[src/rtl/controller_input_sync.sv]
// Synchronizer, per-button debounce and single-event arbiter for four player controllers.
// Define CTRL_ROUND_ROBIN_EN for round-robin arbitration; otherwise player 0 has fixed top priority.
module controller_input_sync #(
   parameter int DEBOUNCE_CYCLES = 50000,
   parameter int DEBOUNCE_W      = 16
) (
   input  logic        clk,
   input  logic        reset,
   input  logic [35:0] gpins,
   input  logic        ack,
   output logic [1:0]  playerInput,
   output logic        playerInputFlag,
   output logic [7:0]  switchInput
);
   // state | meaning
   // IDLE  | no event outstanding; grant the next pending player if any
   // HOLD  | event presented to the CPU, outputs frozen until ack
   typedef enum logic {IDLE, HOLD} state_t;

   localparam logic [DEBOUNCE_W-1:0] CNT_LAST = DEBOUNCE_W'(DEBOUNCE_CYCLES - 1);

   state_t                state, state_next;
   logic [35:0]           sync1, sync2;
   logic [3:0]            btn_sync, stable, stable_prev, rise, pending, grant_oh;
   logic [7:0]            sw_sync [4];
   logic [DEBOUNCE_W-1:0] cnt [4];
   logic [1:0]            winner;
   logic                  grant;

   always_ff @(posedge clk) begin
      if (reset) begin
         sync1 <= '0;
         sync2 <= '0;
      end else begin
         sync1 <= gpins;
         sync2 <= sync1;
      end
   end

   always_comb begin
      for (int p = 0; p < 4; p++) begin
         btn_sync[p] = sync2[9*p+8];
         sw_sync[p]  = sync2[9*p +: 8];
      end
   end

   // Counter runs only while the synced level disagrees with the accepted level.
   always_ff @(posedge clk) begin
      if (reset) begin
         stable      <= '0;
         stable_prev <= '0;
         for (int p = 0; p < 4; p++) cnt[p] <= '0;
      end else begin
         stable_prev <= stable;
         for (int p = 0; p < 4; p++) begin
            if (btn_sync[p] == stable[p]) begin
               cnt[p] <= '0;
            end else if (cnt[p] == CNT_LAST) begin
               stable[p] <= btn_sync[p];
               cnt[p]    <= '0;
            end else begin
               cnt[p] <= cnt[p] + 1'b1;
            end
         end
      end
   end

   assign rise = stable & ~stable_prev;

`ifdef CTRL_ROUND_ROBIN_EN
   logic [1:0] last_grant;
   logic [1:0] idx;
   logic       found;

   always_comb begin
      winner = 2'd0;
      idx    = 2'd0;
      found  = 1'b0;
      for (int i = 1; i <= 4; i++) begin
         idx = last_grant + 2'(i);
         if (!found && pending[idx]) begin
            winner = idx;
            found  = 1'b1;
         end
      end
   end

   always_ff @(posedge clk) begin
      if (reset)      last_grant <= 2'd3;
      else if (grant) last_grant <= winner;
   end
`else
   always_comb begin
      winner = 2'd0;
      for (int i = 3; i >= 0; i--) begin
         if (pending[i]) winner = 2'(i);
      end
   end
`endif

   always_comb begin
      state_next = state;
      grant      = 1'b0;
      case (state)
         IDLE: begin
            if (|pending) begin
               grant      = 1'b1;
               state_next = HOLD;
            end
         end
         HOLD: begin
            if (ack) state_next = IDLE;
         end
         default: state_next = IDLE;
      endcase
   end

   assign grant_oh = grant ? (4'b0001 << winner) : 4'b0000;

   // A press arriving on the grant edge survives the clear.
   always_ff @(posedge clk) begin
      if (reset) begin
         state       <= IDLE;
         pending     <= '0;
         playerInput <= '0;
         switchInput <= '0;
      end else begin
         state   <= state_next;
         pending <= (pending & ~grant_oh) | rise;
         if (grant) begin
            playerInput <= winner;
            switchInput <= sw_sync[winner];
         end
      end
   end

   assign playerInputFlag = (state == HOLD);

endmodule

[config.mk]
export PLATFORM = sky130hd
export DESIGN_NAME = controller_input_sync
export DESIGN_NICKNAME = d
export VERILOG_FILES = /design/src/rtl/controller_input_sync.sv
export SDC_FILE = /design/constraint.sdc
export NUM_CORES = 1
export LEC_CHECK = 0
export ABC_AREA = 1
export BUFFER_PORTS_ARGS = -buffer_cell sky130_fd_sc_hd__buf_2
export CAP_MARGIN = 20
export CORE_ASPECT_RATIO = 0.7
export CORE_MARGIN = 3
export CORE_UTILIZATION = 50
export CTS_CLUSTER_DIAMETER = 100
export DETAILED_ROUTE_END_ITERATION = 7
export HOLD_SLACK_MARGIN = 0.05
export PLACE_DENSITY_LB_ADDON = 0.08
export SLEW_MARGIN = 20
export SYNTH_ARGS = -nofsm -noshare
export SYNTH_HDL_FRONTEND = slang
export SYNTH_SLANG_ARGS = --single-unit
[constraint.sdc]
create_clock -name clk -period 3.4 [get_ports clk]
set_input_delay 0.51 -clock clk [delete_from_list [all_inputs] [get_ports clk]]
set_output_delay 0.51 -clock clk [all_outputs]
set_load 0.1 [all_outputs]
== After elaboration in Yosys (flattened, before gate mapping) ==
Memory sizes are Yosys's and may differ from the RTL's.
Cells that the tools add are included.
Cells by class
  bitwise logic cells: 23
  equality and inequality tests: 8
  reduce and logical (&&, ||, !) cells: 5
  mux-type cells: 70
  shifts and indexed selects: 1
  add/subtract/negate cells: 4
  $lt $le $gt $ge: 1
Operators by type and width (count)
  two-way mux 16 bit: 12
  adder 16 x 1 -> 16 bit, second input constant: 4
  equality test 16 bit, second input constant: 4
  two-way mux 1 bit: 49
  binary-select mux 8 bit (select 2 bit): 1
  two-way mux 8 bit: 2
  OR 1 bit: 12
  AND 4 bit: 2
  two-way mux 2 bit: 4
  inverter 4 bit: 2
  AND reduction 2 bit: 4
  inverter 1 bit: 5
  equality test 1 bit: 4
  two-way mux 4 bit: 1
  OR 4 bit: 1
  OR reduction 4 bit: 1
  left shift 1 x 2 -> 4 bit, first input constant: 1
  >= comparator 3 bit, second input constant: 1
  inverter 2 -> 3 bit: 1
  case mux 1 bit (2 select lines): 1
Storage, ports and cells
  memories kept: 1
  bits in writable memories: 64
  register bits: 95
  word-level logic and storage cells: 124
Memory list
  cnt: depth 4, bits a word 16, rd ports 4, clocked after Yosys merged registers in 0, write ports 4, RTL line 26  | logic [DEBOUNCE_W-1:0] cnt [4];

== Longest topological paths before layout ==
Gate-level depths: netlist (run 1).
  depth after elaboration: 9
  depth in mapped cells: 10
  gate-level depth less buffers: 10

== Worst setup path after synthesis (run 1) ==
OpenSTA, ideal clock, no wires.
  kind: register to register
  start point: reg state, in the netlist playerInputFlag
  end point: reg switchInput[0]
  data arrival time: 1.724 ns
  stages on the path, launching flop included: 7
  setup time: 0.132 ns
  slack: 1.543 ns
  buffers on the path: 0
  period minus slack after synthesis: 1.857 ns
  cells stage by stage: dfxtp_1 > inv_1 > nand2_2 > inv_2 > or2_1 > nand2_1 > a21oi_1
On the way
  word-level cells in the longest chain between the ends: 1
Ends and longest elaborated chain
  from (decl): RTL line 22  | state_t state, state_next;
  from (signal assigned): RTL line 128  | state <= state_next;
  two-way mux 1 bit: RTL line 104  | case (state)
  to (signal assigned): RTL line 132  | switchInput <= sw_sync[winner];
  to (decl): RTL line 13  | output logic [7:0] switchInput
No other way between the ends.
A chain may end at the register's enable or synchronous reset.

== Final worst setup path (run 1) ==
  start point: reg state, in the netlist playerInputFlag
  end point: out playerInputFlag
RTL lines
  to (decl): RTL line 12  | output logic playerInputFlag,
No word-level cell between the ends.

==> results of run 1 <==
[layout by cell type (no fill, tap or decap), types with 17 or more instances in the layout]
cell / netlist / final
a21oi_1: 53 / 53
buf_2: 3 / 49
clkbuf_16: 0 / 17
conb_1: 1 / 64
dfxtp_1: 95 / 95
edfxtp_1: 64 / 64
inv_1: 141 / 141
nand2_1: 98 / 98
nand3_1: 64 / 64
nor2_1: 155 / 155
nor3_1: 34 / 34
o21ai_0: 19 / 19
[registers in the layout, summed over array words and instances (netlist names)]
signal	flops
stable_prev	4
stable	4
playerInputFlag	1
switchInput	8
playerInput	2
pending	4
sync1	36
cnt	64
sync2	36
[how the worst max path moves through the flow]
stage               slack, ps       startpoint              end
finish                   1570  playerInputFlag  playerInputFlag
global route             1440        cnt[1][0]        cnt[1][9]
CTS                      1580  playerInputFlag  playerInputFlag
detailed placement       1540            reset       cnt[2][10]
global placement         1580            reset       cnt[2][10]
floorplan                1540  playerInputFlag   switchInput[0]
[final cells by class]
cell class	instances	area, sq um
Sequential cell	159	3820
Inverter	147	552
Clock inverter	13	166
Clock buffer	19	433
Timing Repair Buffer	50	253
Multi-Input combinational cell	562	2640
Tap cell	185	231
Fill cell	1210	5210
[where the power goes]
part,switching (W),leakage [nW],internal [W]
logic,0.000104,1.80,0.0000542
registers,0.0000419,1.44,0.00205
clock network,0.000767,0.283,0.00116
[layer usage]
layer | track usage [%] | vias up
met5 | 0 | -
met3 | 3.40 | 13
li1 | - | 2797
met4 | 6.85 | 0
met1 | 27.8 | 2433
met2 | 27.2 | 150
[through the flow]
step	hold slack (ps)	instance area (sq um)	total power [W]	std cells	setup WS (ps)
floorplan	388	7120	0.00224	885	1540
global placement	396	7500	0.00229	1103	1580
detailed placement	394	7500	0.00229	1103	1540
CTS	282	8100	0.00422	1135	1580
global route	296	8100	0.00433	1135	1440
finish	293	8100	0.00418	1135	1570
[worst reg2reg max path, stage by stage (launching register included)]
cell     delay, ps
dfxtp_1        630
nor2_1         130
nand2_1         90
nand2_2        110
inv_2          270
nand3_1        120
a21oi_1        210
a21oi_1         90
[cells by family (layout without fill, tap and decap cells)]
| logic type | after synthesis | count (layout) |
|---|---|---|
| buffers and inverters | 164 | 229 |
| and+or+nand+nor | 401 | 401 |
| xor gates and xnor gates | 13 | 13 |
| adders and majority gates | 4 | 4 |
| AOI/OAI and AO/OA | 80 | 80 |
| other | 1 | 64 |
| DFF | 159 | 159 |
==> reports/results.tsv, run 1 <==
metric	value	unit
register area share after synthesis	55.5	%
critical path type	flop to output port	
Main synth FF type	dfxtp_1	
count leader, synth	nor2_1	
number of cells on the critical path	1	
number of DRC markers in iteration 0	453	
Synth top cells by count	155 x nor2_1, 141 x inv_1, 98 x nand2_1	
Yosys top cell by area	edfxtp_1	
YS warnings	0	
fraction of registers with async set/reset	0	%
final core utilization	60.8	%
Pleak	3.53	nW
multiplexer share of the synthesized area	0	%
slowest stage delay, CP	470	ps
worst clock skew	13.3	ps
Routed WL per cell	12.0	um
detailed-route via count	5393	
Die ar.	15200	sq um
Syn Std Cell Area	6890	sq um
# rows	35	
Die Width	146	um
Netlist cell types	38	
pins over their slew limit	0	
slew margin rel.	46.4	%
worst skew pair latency	420	ps
initial antenna violation count	0	
CTS tree	built	
post-synthesis compound-gate area fraction	6.27	%
Worst setup EP type	output port	
WL met2	5.75	mm
Peak VDD IR	321	uV
Detail Route Antenna Nets	0	
fmax	548	MHz
largest net degree at the start of global routing	86	
status	complete, no violations	
area grow syn2layout	17.6	%
RSZ-0062 raised after global routing	no	
worst min path class	primary input to flop	
Syn Inst Count	822	
average size of a mapped cell	8.38	sq um
worst path cell trace	buf_2	
share of layout cells above drive strength 1	11.9	%
Setup Buffers After CTS	0	
EDFF count, synth	64	
fin crit period	1830	ps
#FFs+latches synth	159	
Yosys top cell area share	27.9	%
cts repair resizes	0	
final HPWL from detailed placement	9.69	mm
met1 wire length	7.04	mm
max cap viols	0	
Hold Path Stages	3	
largest family of logic cells by synthesized area	simple AND/OR/NAND/NOR gates	
n_diodes	0	
r2r endpoint	switchInput[7]	
Via density	4.75	
RePlAce Congestion	0.920	
Final Setup Violations	0	
drt pass-1 iters	7	
first-pass GRT wire length	23.5	mm
Reg clk slew, reported paths	60	ps
CP arrival	1320	ps
Register-to-Register Setup Slack	1610	ps
Top Layer Used	met4	
critical path peak fanout	4	
Setup TNS	0	ps
Critical Path Source Type	flop	
Met3 Routed Length	695	um
hold path start	gpins[0]	
TritonCTS Buffers	17	
GRT Total Usage	18.7	%
DRC	0	
pwr dens	516	nW/um^2
slew at the pin closest to its max-slew limit	805	ps
# IOs	50	
post-synthesis adder-cell area fraction	0.727	%
H-tree depth	4	
# hold bufs at CTS	0	
WP buf/inv	1	
XOR/XNOR Fraction of Synth Area	1.65	%
deepest clock path buffer count	2	
number of global-route vias before repair	5145	
Nets	980	
main area contributors after synthesis	edfxtp_1 28%, dfxtp_1 28%, nor2_1 8.4%, inv_1 7.7%, nand2_1 5.3%	
R2R cell count	7	
final hold vios	0	
grt total ovfl	0	
Initial Utilization	51.7	%
Port-buffer cells	49	
root buf cell	clkbuf_16	
post-synthesis simple-gate area fraction	26.2	%
slowest CP cell	buf_2	
top cell family by delay on the critical path	buffers and inverters	
R2R Path Start	pending[2]	
CP required	2890	ps
Core ar.	13300	sq um
period utilization	53.7	%
Clock Sinks	159	
WL final	13.6	mm
die extent in y	104	um
worst hold endpoint	sync1[0]	
(Power assumes the default switching activity.)
==> inputs of run 2 (changes only) <==
clock period = 1.7 ns   (was 3.4 ns; I/O delays follow)
==> run 2 against run 1 <==
Critical path type is now flop to flop. Clock skew decreased by 2.6 ps. Core utilization is 5.9 points higher. The flow now finishes with violations (negative setup slack). Non-clock buffer count rose by 58. Sequential power grew 100%. Sequential share of layout area shrank 4.2 points. Clock power rose by 98%. Clock-buffer cell count is 3 higher. First-iteration DRC count decreased by 16%.
==> reports/results.tsv, run 2 (synthesized netlist as in run 1, its figures left out) <==
metric	value	unit	change
deepest clock path buffer count	2		unchanged
largest register by flop count	cnt		unchanged
Detail Route Antenna Nets	0		unchanged
Peak VDD IR	622	uV	was 321 uV
Initial Utilization	51.7	%	unchanged
Regs by FF count	cnt: 64 flops, sync1: 36 flops, sync2: 36 flops		unchanged
number of global-route vias before repair	5196		was 5145
CP required	1870	ps	was 2890 ps
Worst setup EP type	flop		was output port
H-tree depth	4		unchanged
most frequent cells in the layout	145 x nor2_1, 139 x inv_1, 95 x nand2_1		was 155 x nor2_1, 141 x inv_1, 98 x nand2_1
n_diodes	0		unchanged
critical path peak fanout	8		was 4
Net Sw Frac	21.6	%	was 21.8%
Die Width	146	um	unchanged
Die ar.	15200	sq um	unchanged
Clock Sinks	159		unchanged
Final Setup Violations	6		was 0
slew at the pin closest to its max-slew limit	842	ps	was 805 ps
status	finished, violations left		was complete, no violations
# rows	35		unchanged
CP arrival	1880	ps	was 1320 ps
drt pass-1 iters	4		was 7
Pleak	3.83	nW	was 3.53 nW
Register-to-Register Setup Slack	-10	ps	was 1610 ps
post-route cell area	8890	sq um	was 8100 sq um
grt total ovfl	0		unchanged
fin crit period	1710	ps	
Gate power share	5.0	%	was 3.8%
area grow syn2layout	29.1	%	was 17.6%
first-pass GRT wire length	23.7	mm	was 23.5 mm
commonest non-fill, non-tap cell in the layout	nor2_1		unchanged
failing checks	negative setup slack		
worst min path class	primary input to flop		unchanged
top cell family by delay on the critical path	simple AND/OR/NAND/NOR gates		was buffers and inverters
CTS tree	built		unchanged
minimum hold slack	57.3	ps	was 293 ps
Nets	1042		was 980
Via density	4.77		was 4.75
number of DRC markers in iteration 0	379		was 453
final hold vios	0		unchanged
pins over their slew limit	0		unchanged
Hold Path Stages	3		unchanged
Routed WL per cell	12.5	um	was 12.0 um
worst skew pair latency	410	ps	was 420 ps
final worst setup slack	-13.3	ps	was 1570 ps
slowest CP cell	edfxtp_1		was buf_2
clock share of power	45.2	%	was 46.1%
WP buf/inv	2		was 1
period utilization	101	%	
worst path cell trace	ha_2 -> nand2_2 -> inv_2 -> nand2_2 -> nor2_2 -> nand4_1 -> buf_6 -> nand2_8 -> a21oi_2		was buf_2
initial antenna violation count	0		unchanged
TritonCTS Buffers	17		unchanged
Core ar.	13300	sq um	unchanged
Critical Path Source Type	flop		unchanged
RePlAce Congestion	0.873		was 0.920
Largest register FFs	64		unchanged
die extent in y	104	um	unchanged
share of layout cells above drive strength 1	17.3	%	was 11.9%
slowest stage delay, CP	360	ps	was 470 ps
# IOs	50		unchanged
Reg clk slew, reported paths	70	ps	was 60 ps
worst clock skew	10.7	ps	was 13.3 ps
max cap viols	0		unchanged
GRT Total Usage	19.1	%	was 18.7%
most used cell, CP	nand2_2		
slew margin rel.	43.9	%	was 46.4%
pwr dens	948	nW/um^2	was 516 nW/um^2
register share of total power	49.8	%	was 50.2%
DRC	0		unchanged
Switch Pwr	0.00182	W	was 0.000913 W
largest net degree at the start of global routing	86		unchanged
Area after DPL	7580	sq um	was 7500 sq um
WL final	14.9	mm	was 13.6 mm
detailed-route via count	5710		was 5393
Port-buffer cells	49		unchanged
final HPWL from detailed placement	9.95	mm	was 9.69 mm
root buf cell	clkbuf_16		unchanged
number of cells on the critical path	9		was 1
R2R cell count	9		was 7
critical path type	flop to flop		was flop to output port
Pint	0.00661	W	was 0.00327 W
fmax	584	MHz	
RSZ-0062 raised after global routing	yes		was no
[run 2: cell count changes in the layout (fill, tap and decap cells not counted), sizes merged]
cell	before	now
buf	50	74
bufinv	3	2
clkbuf	19	22
clkinv	8	6
clkinvlp	3	0
dlygate4sd3	0	34
inv	146	149
nand2	108	112
[run 2: cell type report]
class | instances | area (sq um)
clock buffer | 22 | 485
sequential | 159 | 3820
tap | 185 | 231
multi-input combinational | 566 | 2890
clock inverter | 10 | 108
fill | 1115 | 4420
inverter | 147 | 552
timing repair buffer | 108 | 797
[run 2: per-stage QoR]
| step | TNS (ps) | total power [W] | utilization (%) | instances | setup WS [ps] |
|---|---|---|---|---|---|
| after floorplan | 0 | 0.00447 | - | 885 | 139 |
| after global placement | 0 | 0.00459 | 56.9 | 1113 | 68.7 |
| after detailed placement | -103 | 0.00460 | 56.9 | 1113 | -23.7 |
| after CTS | 0 | 0.00846 | 64.0 | 1179 | 27.2 |
| after global routing | -808 | 0.00874 | 66.8 | 1197 | -81.8 |
| final | -49.3 | 0.00843 | 66.8 | 1197 | -13.3 |
[run 2: metal layers]
layer | global-route usage, % | vias to the layer above | part of all wire, %
met5 | 0 | - | 0
met4 | 5.91 | 0 | 0.92
met1 | 28.6 | 2629 | 51
met2 | 27.6 | 154 | 43
li1 | - | 2914 | -
met3 | 4.22 | 13 | 5.0
[run 2: power by group through the flow]
stage	logic (W)	registers, W	clock network, W
floorplan	0.000228	0.00425	0
global placement	0.000315	0.00427	0
detailed placement	0.000321	0.00428	0
CTS	0.000384	0.00419	0.00388
global route	0.000484	0.00421	0.00404
finish	0.000421	0.00420	0.00381
[run 2: path summary, 6_finish.rpt]
| check | start | end |
|---|---|---|
| max | cnt[1][1] | cnt[1][12] |
| min | gpins[5] | sync1[5] |
| max reg2reg | cnt[1][1] | cnt[1][12] |
| min reg2reg | sync1[14] | sync2[14] |
[run 2: tightest hold or removal path, cell delays in order]
cell	delay, ps
buf_2	90
inv_1	50
nor2_1	40
[run 2: repair_timing]
item | CTS | global route
setup endpoints to repair | 20 | 65
pin swaps | 0 | 12
gates cloned | 0 | 4
buffers inserted | 0 | 14
endpoints found under the hold margin | 34 | 0
resized for setup | 3 | 53
hold buffers | 34 | 0
